### config.mk
export PLATFORM = sky130hd
export DESIGN_NAME = posit_to_fp32_8_es3
export DESIGN_NICKNAME = d
export VERILOG_FILES = /design/src/rtl/posit_to_fp32_8_es3.sv
export SDC_FILE = /design/constraint.sdc
export NUM_CORES = 1
export LEC_CHECK = 0
export CORE_UTILIZATION = 35
export CTS_CLUSTER_DIAMETER = 80
export CTS_CLUSTER_SIZE = 8
export DETAILED_ROUTE_END_ITERATION = 16
export DONT_BUFFER_PORTS = 1
export RECOVER_POWER = 25
export SLEW_MARGIN = 20
export SYNTH_ARGS = -nofsm -noshare
export SYNTH_HDL_FRONTEND = slang
export SYNTH_SLANG_ARGS = --single-unit
### constraint.sdc
create_clock -name clk -period 4.2 [get_ports clk]
set_input_delay 0.42 -clock clk [delete_from_list [all_inputs] [get_ports clk]]
set_output_delay 0.42 -clock clk [all_outputs]
set_load 0.005 [all_outputs]
### src/rtl/posit_to_fp32_8_es3.sv
// Three-stage decoder from an 8-bit es=3 posit to IEEE-754 binary32.
// Every such posit is exact in binary32, so the datapath has no rounding.
module posit_to_fp32_8_es3 #(
  parameter int NBITS   = 8,
  parameter int ES      = 3,
  parameter int LATENCY = 3
) (
  input  logic        clk,
  input  logic        rst_n,
  input  logic [31:0] in1,
  input  logic        start,
  output logic [31:0] result,
  output logic        nar,
  output logic        zero,
  output logic        done
);

  // Handshake: start marks in1 valid for one conversion in that cycle; done
  // pulses exactly once, LATENCY cycles later, with result/nar/zero valid.
  // There is no backpressure and no reordering.

  localparam logic [31:0] QNAN = 32'h7FC0_0000;

  // Leading-one detector: {found, position of the most significant 1}.
  function automatic logic [3:0] lod_n(input logic [6:0] x);
    logic [3:0] r;
    r = 4'd0;
    for (int i = 0; i < 7; i++) begin
      if (x[i]) r = {1'b1, 3'(i)};
    end
    return r;
  endfunction

  // S0: operand capture and the valid shift register that becomes done.
  logic [NBITS-1:0]   in_q;
  logic [LATENCY-1:0] vld_sr;
  logic [31-NBITS:0]  unused_in_hi;

  assign unused_in_hi = in1[31:NBITS];

  always_ff @(posedge clk or negedge rst_n) begin
    if (!rst_n) begin
      in_q   <= '0;
      vld_sr <= '0;
    end else begin
      in_q   <= in1[NBITS-1:0];
      vld_sr <= {vld_sr[LATENCY-2:0], (start === 1'b1)};
    end
  end

  // Decode: regime run length via LOD, then exponent and fraction follow it.
  logic          sgn_d;
  logic [6:0]    abs7;
  logic          run_bit;
  logic [6:0]    lod_in;
  logic [3:0]    lod_out;
  logic [2:0]    run_len;
  logic [3:0]    shamt;
  logic [6:0]    rem;
  logic [ES-1:0] e_d;
  logic [3:0]    frac_d;
  logic [3:0]    k_d;
  logic [8:0]    scale_d;

  always_comb begin
    sgn_d   = in_q[NBITS-1];
    abs7    = sgn_d ? (~in_q[6:0] + 7'd1) : in_q[6:0];
    run_bit = abs7[6];
    lod_in  = run_bit ? ~abs7 : abs7;
    lod_out = lod_n(lod_in);
    run_len = lod_out[3] ? (3'd6 - lod_out[2:0]) : 3'd7;
    shamt   = {1'b0, run_len} + 4'd1;
    rem     = abs7 << shamt;
    e_d     = rem[6 -: ES];
    frac_d  = rem[6-ES:0];
    k_d     = run_bit ? ({1'b0, run_len} - 4'd1) : (4'd0 - {1'b0, run_len});
    scale_d = {{(9-4-ES){k_d[3]}}, k_d, {ES{1'b0}}} + 9'(e_d);
  end

  // S1: decoded fields.
  logic       sgn1;
  logic [8:0] scale1;
  logic [3:0] frac1;
  logic       zero1;
  logic       nar1;

  always_ff @(posedge clk or negedge rst_n) begin
    if (!rst_n) begin
      sgn1   <= 1'b0;
      scale1 <= '0;
      frac1  <= '0;
      zero1  <= 1'b0;
      nar1   <= 1'b0;
    end else begin
      sgn1   <= sgn_d;
      scale1 <= scale_d;
      frac1  <= frac_d;
      zero1  <= (in_q == '0);
      nar1   <= (in_q == {1'b1, {(NBITS-1){1'b0}}});
    end
  end

  // Pack: biased exponent always lands in [79,175], so bit 8 is always 0.
  logic       unused_exp_msb;
  logic [7:0] exp8;
  logic       v1;

  assign {unused_exp_msb, exp8} = scale1 + 9'd127;
  assign v1 = vld_sr[1];

  // S2: packed result; bubbles carry all-zero data and flags.
  always_ff @(posedge clk or negedge rst_n) begin
    if (!rst_n) begin
      result <= '0;
      nar    <= 1'b0;
      zero   <= 1'b0;
    end else begin
      nar  <= v1 & nar1;
      zero <= v1 & zero1;
      if (!v1 || zero1)
        result <= '0;
      else if (nar1)
        result <= QNAN;
      else
        result <= {sgn1, exp8, frac1, 19'd0};
    end
  end

  assign done = vld_sr[LATENCY-1];

endmodule

==> results.sh, run 1 <==
export IMPL_yosysSeqAreaShare=0.452
export IMPL_dr_pass1_iters=4
export IMPL_cts_root_buf="clkbuf_8"
export IMPL_drv_slew=41
export IMPL_finalNetCount=250
export IMPL_die_w_um=81.5
export IMPL_cts_setup_buffers=0
export IMPL_grt_max_degree=41
export IMPL_leakagePower_uw=0.000989
export IMPL_yosys_area_top_type="dfrtp_1"
export IMPL_layout_common_cells="dfrtp_1 (40), conb_1 (21), nor2_1 (14)"
export IMPL_yosys_most_used_dff="dfrtp_1"
export IMPL_place_congestion=0.830
export IMPL_placed_cells=278
export IMPL_rsz0062_at_grt="false"
export IMPL_numCtsBuffers=5
export IMPL_worst_hold_slack_ps=153
export IMPL_cts_hold_buf=2
export IMPL_synth_edff_count=0
export IMPL_ioPinCount=70
export IMPL_hold_path_class="primary input to flip-flop"
export IMPL_status="complete, but fails checks"
export IMPL_hpwl_um=2610
export IMPL_violations="capacitance limit, slew limit"
export IMPL_area_growth_pct=5.09
export IMPL_clkTransAtPathRegs_ps=80
export IMPL_die_area_mm2=0.00664
export IMPL_overflow=0
export IMPL_synth_area_top_cells="dfrtp_1 (45%), buf_4 (6.8%), xnor2_1 (4.0%)"
export IMPL_n_antenna_cell=0
export IMPL_cts_resized=0
export IMPL_endpoint_kind="flip-flop"
export IMPL_post_synth_cell_area_avg_um2=10.6
export IMPL_core_mm2=0.00603
export IMPL_insertion_delay_ps=290
export IMPL_max_slew_margin=-0.351
export IMPL_initial_core_util=0.367
export IMPL_num_rows=28
export IMPL_maxCapViolCount=1
export IMPL_ir_worst_vdd_mv=0.318
export IMPL_ys_seq_elements=40
export IMPL_setup_viol=0
export IMPL_arrival_ps=3560
export IMPL_antenna_found_initial=0
export IMPL_cts_htree_levels=2
export IMPL_syn_area_mm2=0.00221
export IMPL_clock_fmax_mhz=293
export IMPL_drc=0
export IMPL_avgRoutedWirePerCell_um=12.3
export IMPL_layout_commonest_cell="dfrtp_1"
export IMPL_cts_tree="built"
export IMPL_portBuffers=0
export IMPL_cp_required_ps=4350
export IMPL_clockBufferDepth=2
export IMPL_period_needed_ps=3410
export IMPL_grt_pass1_vias=1373
export IMPL_yosysWarnings=0
export IMPL_synth_top_area_frac=0.452
export IMPL_fp_dieH_um=81.5
export IMPL_grt_pass1_wl_um=6240
export IMPL_cts_sinks=40
export IMPL_postRouteAntennaNets=0
export IMPL_rrSetupSlack_ps=790
export IMPL_finalHoldViolations=0
export IMPL_power_total_uw=969
export IMPL_worstPathMaxFanout=13
export IMPL_drive_gt1_frac=0.141
export IMPL_layout_cells_non_filler=288
export IMPL_track_usage=0.124
export IMPL_power_density_mw_per_mm2=417
export IMPL_crit_type="flip-flop to flip-flop"
export IMPL_via_count=1456
export IMPL_tightest_slew_ps=2030
export IMPL_setup_tns_final_ps=0
export IMPL_finalWirelength_um=3540
export IMPL_drt_initial_drc_count=33
export IMPL_ys_types=63
export IMPL_fin_skew_ps=2.93
export IMPL_synth_async_reset_ratio=1.00
export IMPL_period_share=0.812
export IMPL_synth_cells=208
export IMPL_start_kind="flip-flop"
export IMPL_viasPerCell=5.06
-- cell usage after synthesis (3+ instances only) --
| library cell | number |
|---|---|
| dfrtp_1 | 40 |
| buf_4 | 20 |
| nor2_1 | 14 |
| xnor2_1 | 10 |
| a21oi_1 | 9 |
| nand2_1 | 7 |
| nand3_1 | 7 |
| and2_1 | 6 |
| inv_1 | 6 |
| o211ai_1 | 5 |
| o21ai_0 | 5 |
| nand2b_1 | 4 |
| xor2_1 | 4 |
| a211oi_1 | 3 |
| buf_6 | 3 |
| clkbuf_1 | 3 |
| ha_1 | 3 |
| nor3_1 | 3 |
| nor4_1 | 3 |
-- critical path, cell delays in order, from the launching register on --
cell and delay [ps]:
dfrtp_1 490, inv_1 80, ha_1 290, nor2b_1 190, a211oi_1 430, or2_4 300
nor3_1 100, a211oi_1 350, ha_1 400, nor2_1 150, nor4b_4 380, nor4b_1 120
-- through the flow --
step	worst slack, ps	area (um2)	util
global route	450	2320	0.386
detailed placement	827	2200	0.364
finish	791	2320	0.386
global placement	843	2200	0.364
CTS	792	2340	0.388
floorplan	1030	2290	-
-- power by group --
part / switching [uW] / internal, uW
logic: 114 / 80.7
registers: 32.1 / 432
clock network: 132 / 179
-- final timing paths --
check / startpoint / to / cells past startpoint
worst max-delay path: in_q[1] / frac1[3] / 11
worst min-delay path: in1[6] / in_q[6] / 0
worst max register to register: in_q[1] / frac1[3] / 11
worst min register to register: vld_sr[0] / vld_sr[1] / 0
max in group asynchronous: rst_n / result[22] / 2
min in group asynchronous: rst_n / in_q[2] / 2
-- state kept, by name, indices dropped and copies added (netlist names) --
register	count
zero	1
zero1	1
result	13
frac1	4
in_q	8
sgn1	1
nar1	1
nar	1
vld_sr	3
scale1	7
-- cells by family (layout without fill, tap and decap cells) --
family                     Yosys count  after routing  share of synthesized area
xor gates and xnor gates            15             15                     0.0628
other                                1             21                    0.00170
and+or+nand+nor                     65             65                      0.178
adders and majority gates            3              3                     0.0170
buffers and inverters               34             19                      0.102
AOI/OAI and AO/OA                   48             48                      0.176
muxes                                2              2                    0.00962
DFF                                 40             40                      0.452
-- metal layers --
metal,vias up,wire [um],GRT usage
met5,-,0,0
met4,0,30,0.0339
met3,4,170,0.0467
met2,47,1750,0.206
met1,696,1590,0.150
li1,709,-,-
-- final cells by class --
type	count	area (um2)
inverter	7	26.3
timing repair buffer	4	28.8
clock inverter	3	46.3
sequential	40	1000
tap	75	93.8
fill	603	3700
multi-input combinational	154	1060
clock buffer	5	68.8
(Power assumes the default switching activity.)
==> inputs of run 2 (changes only) <==
==> constraint.sdc (replaced) <==
create_clock -name clk -period 2.9 [get_ports clk]
set_input_delay 0.29 -clock clk [delete_from_list [all_inputs] [get_ports clk]]
set_output_delay 0.29 -clock clk [all_outputs]
set_load 0.005 [all_outputs]
==> run 2 against run 1 <==
Effect of this change:
- the run still ends with capacitance limit, slew limit left
- combinational power grew 66%
- global-route usage grew 0.091 points
- final cell count grew 4.5%
- utilization grew 2.8 points
- register-to-register slack lost 640 ps
- sequential power grew 44%
- sequential share of layout area shrank 2.8 points
- cell area grew 7.2%
- power grew 49%
- flip-flop and latch count is the same
==> results.sh, run 2 (synthesized netlist as in run 1, its figures left out) <==
export IMPL_ir_worst_vdd_mv=0.286
export IMPL_hpwl_um=2720
export IMPL_status="complete, but fails checks"
export IMPL_place_worst_setup_slack_ps=89.0
export IMPL_critPathTopFamily="compound AO/OA/AOI/OAI gates"
export IMPL_cts_root_buf="clkbuf_8"
export IMPL_internal_power_uw=1030
export IMPL_layout_cells_non_filler=301
export IMPL_max_slew_margin=-0.0921
export IMPL_layout_commonest_cell="dfrtp_1"
export IMPL_p_sw_uw=415
export IMPL_top_regs="result x13, in_q x8, scale1 x7"
export IMPL_cts_sinks=40
export IMPL_finalNetCount=263
export IMPL_ioPinCount=70
export IMPL_tightest_slew_ps=1640
export IMPL_finalHoldViolations=0
export IMPL_pwr_share_clk=0.313
export IMPL_postRouteAntennaNets=0
export IMPL_core_mm2=0.00603
export IMPL_regMostFlops="result"
export IMPL_grt_max_degree=41
export IMPL_portBuffers=0
export IMPL_die_area_mm2=0.00664
export IMPL_cp_num_buf_inv=2
export IMPL_nFillCells=577
export IMPL_combPwrFrac=0.224
export IMPL_r2r_cells=11
export IMPL_seq_power_share=0.463
export IMPL_crit_chain="buf_4, o31ai_4, xor2_2, a21oi_1, o211ai_2, nand2_4, inv_2, ha_2, or4_4, a41oi_2, nor2_1"
export IMPL_placed_cells=289
export IMPL_arrival_ps=2920
export IMPL_seq_area_mm2=0.00100
export IMPL_worst_hold_slack_ps=24.8
export IMPL_layout_common_cells="dfrtp_1 (39), conb_1 (21), buf_4 (15)"
export IMPL_grt_pass1_wl_um=6290
export IMPL_period_needed_ps=2750
export IMPL_setup_viol=0
export IMPL_worst_path_max_delay_cell="or4_4"
export IMPL_fp_dieH_um=81.5
export IMPL_leakagePower_uw=0.00108
export IMPL_clock_fmax_mhz=364
export IMPL_maxCapViolCount=1
export IMPL_drv_slew=41
export IMPL_violations="capacitance limit, slew limit"
export IMPL_dr_pass1_iters=4
export IMPL_clockBufferDepth=2
export IMPL_cts_htree_levels=2
export IMPL_power_total_uw=1440
export IMPL_initial_core_util=0.367
export IMPL_area_growth_pct=12.6
export IMPL_power_switching_share=0.288
export IMPL_numCtsBuffers=5
export IMPL_insertion_delay_ps=280
export IMPL_largest_register_ffs=13
export IMPL_track_usage=0.125
export IMPL_multiInputGateArea_mm2=0.00112
export IMPL_viasPerCell=4.89
export IMPL_period_share=0.947
export IMPL_cp_depth=11
export IMPL_hold_depth=0
export IMPL_n_antenna_cell=0
export IMPL_fin_skew_ps=3.70
export IMPL_overflow=0
export IMPL_avgRoutedWirePerCell_um=12.3
export IMPL_worstPathMaxFanout=9
export IMPL_drive_gt1_frac=0.230
export IMPL_via_count=1472
export IMPL_cts_tree="built"
export IMPL_fin_ws_ps=155
export IMPL_crit_type="flip-flop to flip-flop"
export IMPL_antenna_found_initial=0
export IMPL_drc=0
export IMPL_slowest_delay_ps=540
export IMPL_num_rows=28
export IMPL_finalWirelength_um=3700
export IMPL_cp_required_ps=3070
export IMPL_drt_initial_drc_count=41
export IMPL_die_w_um=81.5
export IMPL_place_congestion=0.840
export IMPL_clkTransAtPathRegs_ps=80
export IMPL_endpoint_kind="flip-flop"
export IMPL_power_density_mw_per_mm2=580
export IMPL_grt_pass1_vias=1360
export IMPL_hold_path_class="primary input to flip-flop"
export IMPL_start_kind="flip-flop"
==> run 2: path summary, 6_finish.rpt <==
check,end,start,slack [ps]
setup / recovery,scale1[5],in_q[0],150
hold / removal,in_q[7],in1[7],20
setup reg to reg,scale1[5],in_q[0],150
hold reg to reg,vld_sr[1],vld_sr[0],350
max in group asynchronous,in_q[7],rst_n,780
min in group asynchronous,in_q[3],rst_n,1050
==> run 2: power by group through the flow <==
stage                     sequential (uW)  combinational [uW]  clock (uW)
after floorplan                       673                 265           0
after global placement                679                 296           0
after detailed placement              680                 297           0
after CTS                             669                 315         473
after global routing                  681                 365         493
final                                 668                 323         452
==> run 2: layer usage <==
| layer | routed length [um] | track usage |
|---|---|---|
| met5 | 0 | 0 |
| met4 | 39 | 0.0536 |
| met3 | 131 | 0.0333 |
| met2 | 1770 | 0.200 |
| met1 | 1750 | 0.159 |
==> run 2: what timing repair did <==
action | in CTS | in global routing
endpoints found under the setup margin | 0 | 6
hold buffers | 2 | 0
setup buffers | 0 | 2
resized for setup | 0 | 6
hold endpoints to repair | 40 | 0
==> run 2: cell type report <==
class	instances	share of cell area
Clock inverter	3	0.0186
Tap cell	75	0.0377
Inverter	7	0.0105
Multi-Input combinational cell	154	0.449
Timing Repair Buffer	17	0.0542
Clock buffer	5	0.0276
Sequential cell	40	0.402
==> run 2: through the flow <==
step / util / TNS, ps / instance area (um2)
after floorplan: - / 0 / 2330
after global placement: 0.382 / 0 / 2300
after detailed placement: 0.382 / 0 / 2300
after CTS: 0.407 / 0 / 2450
after global routing: 0.413 / -5.20 / 2490
final: 0.413 / 0 / 2490
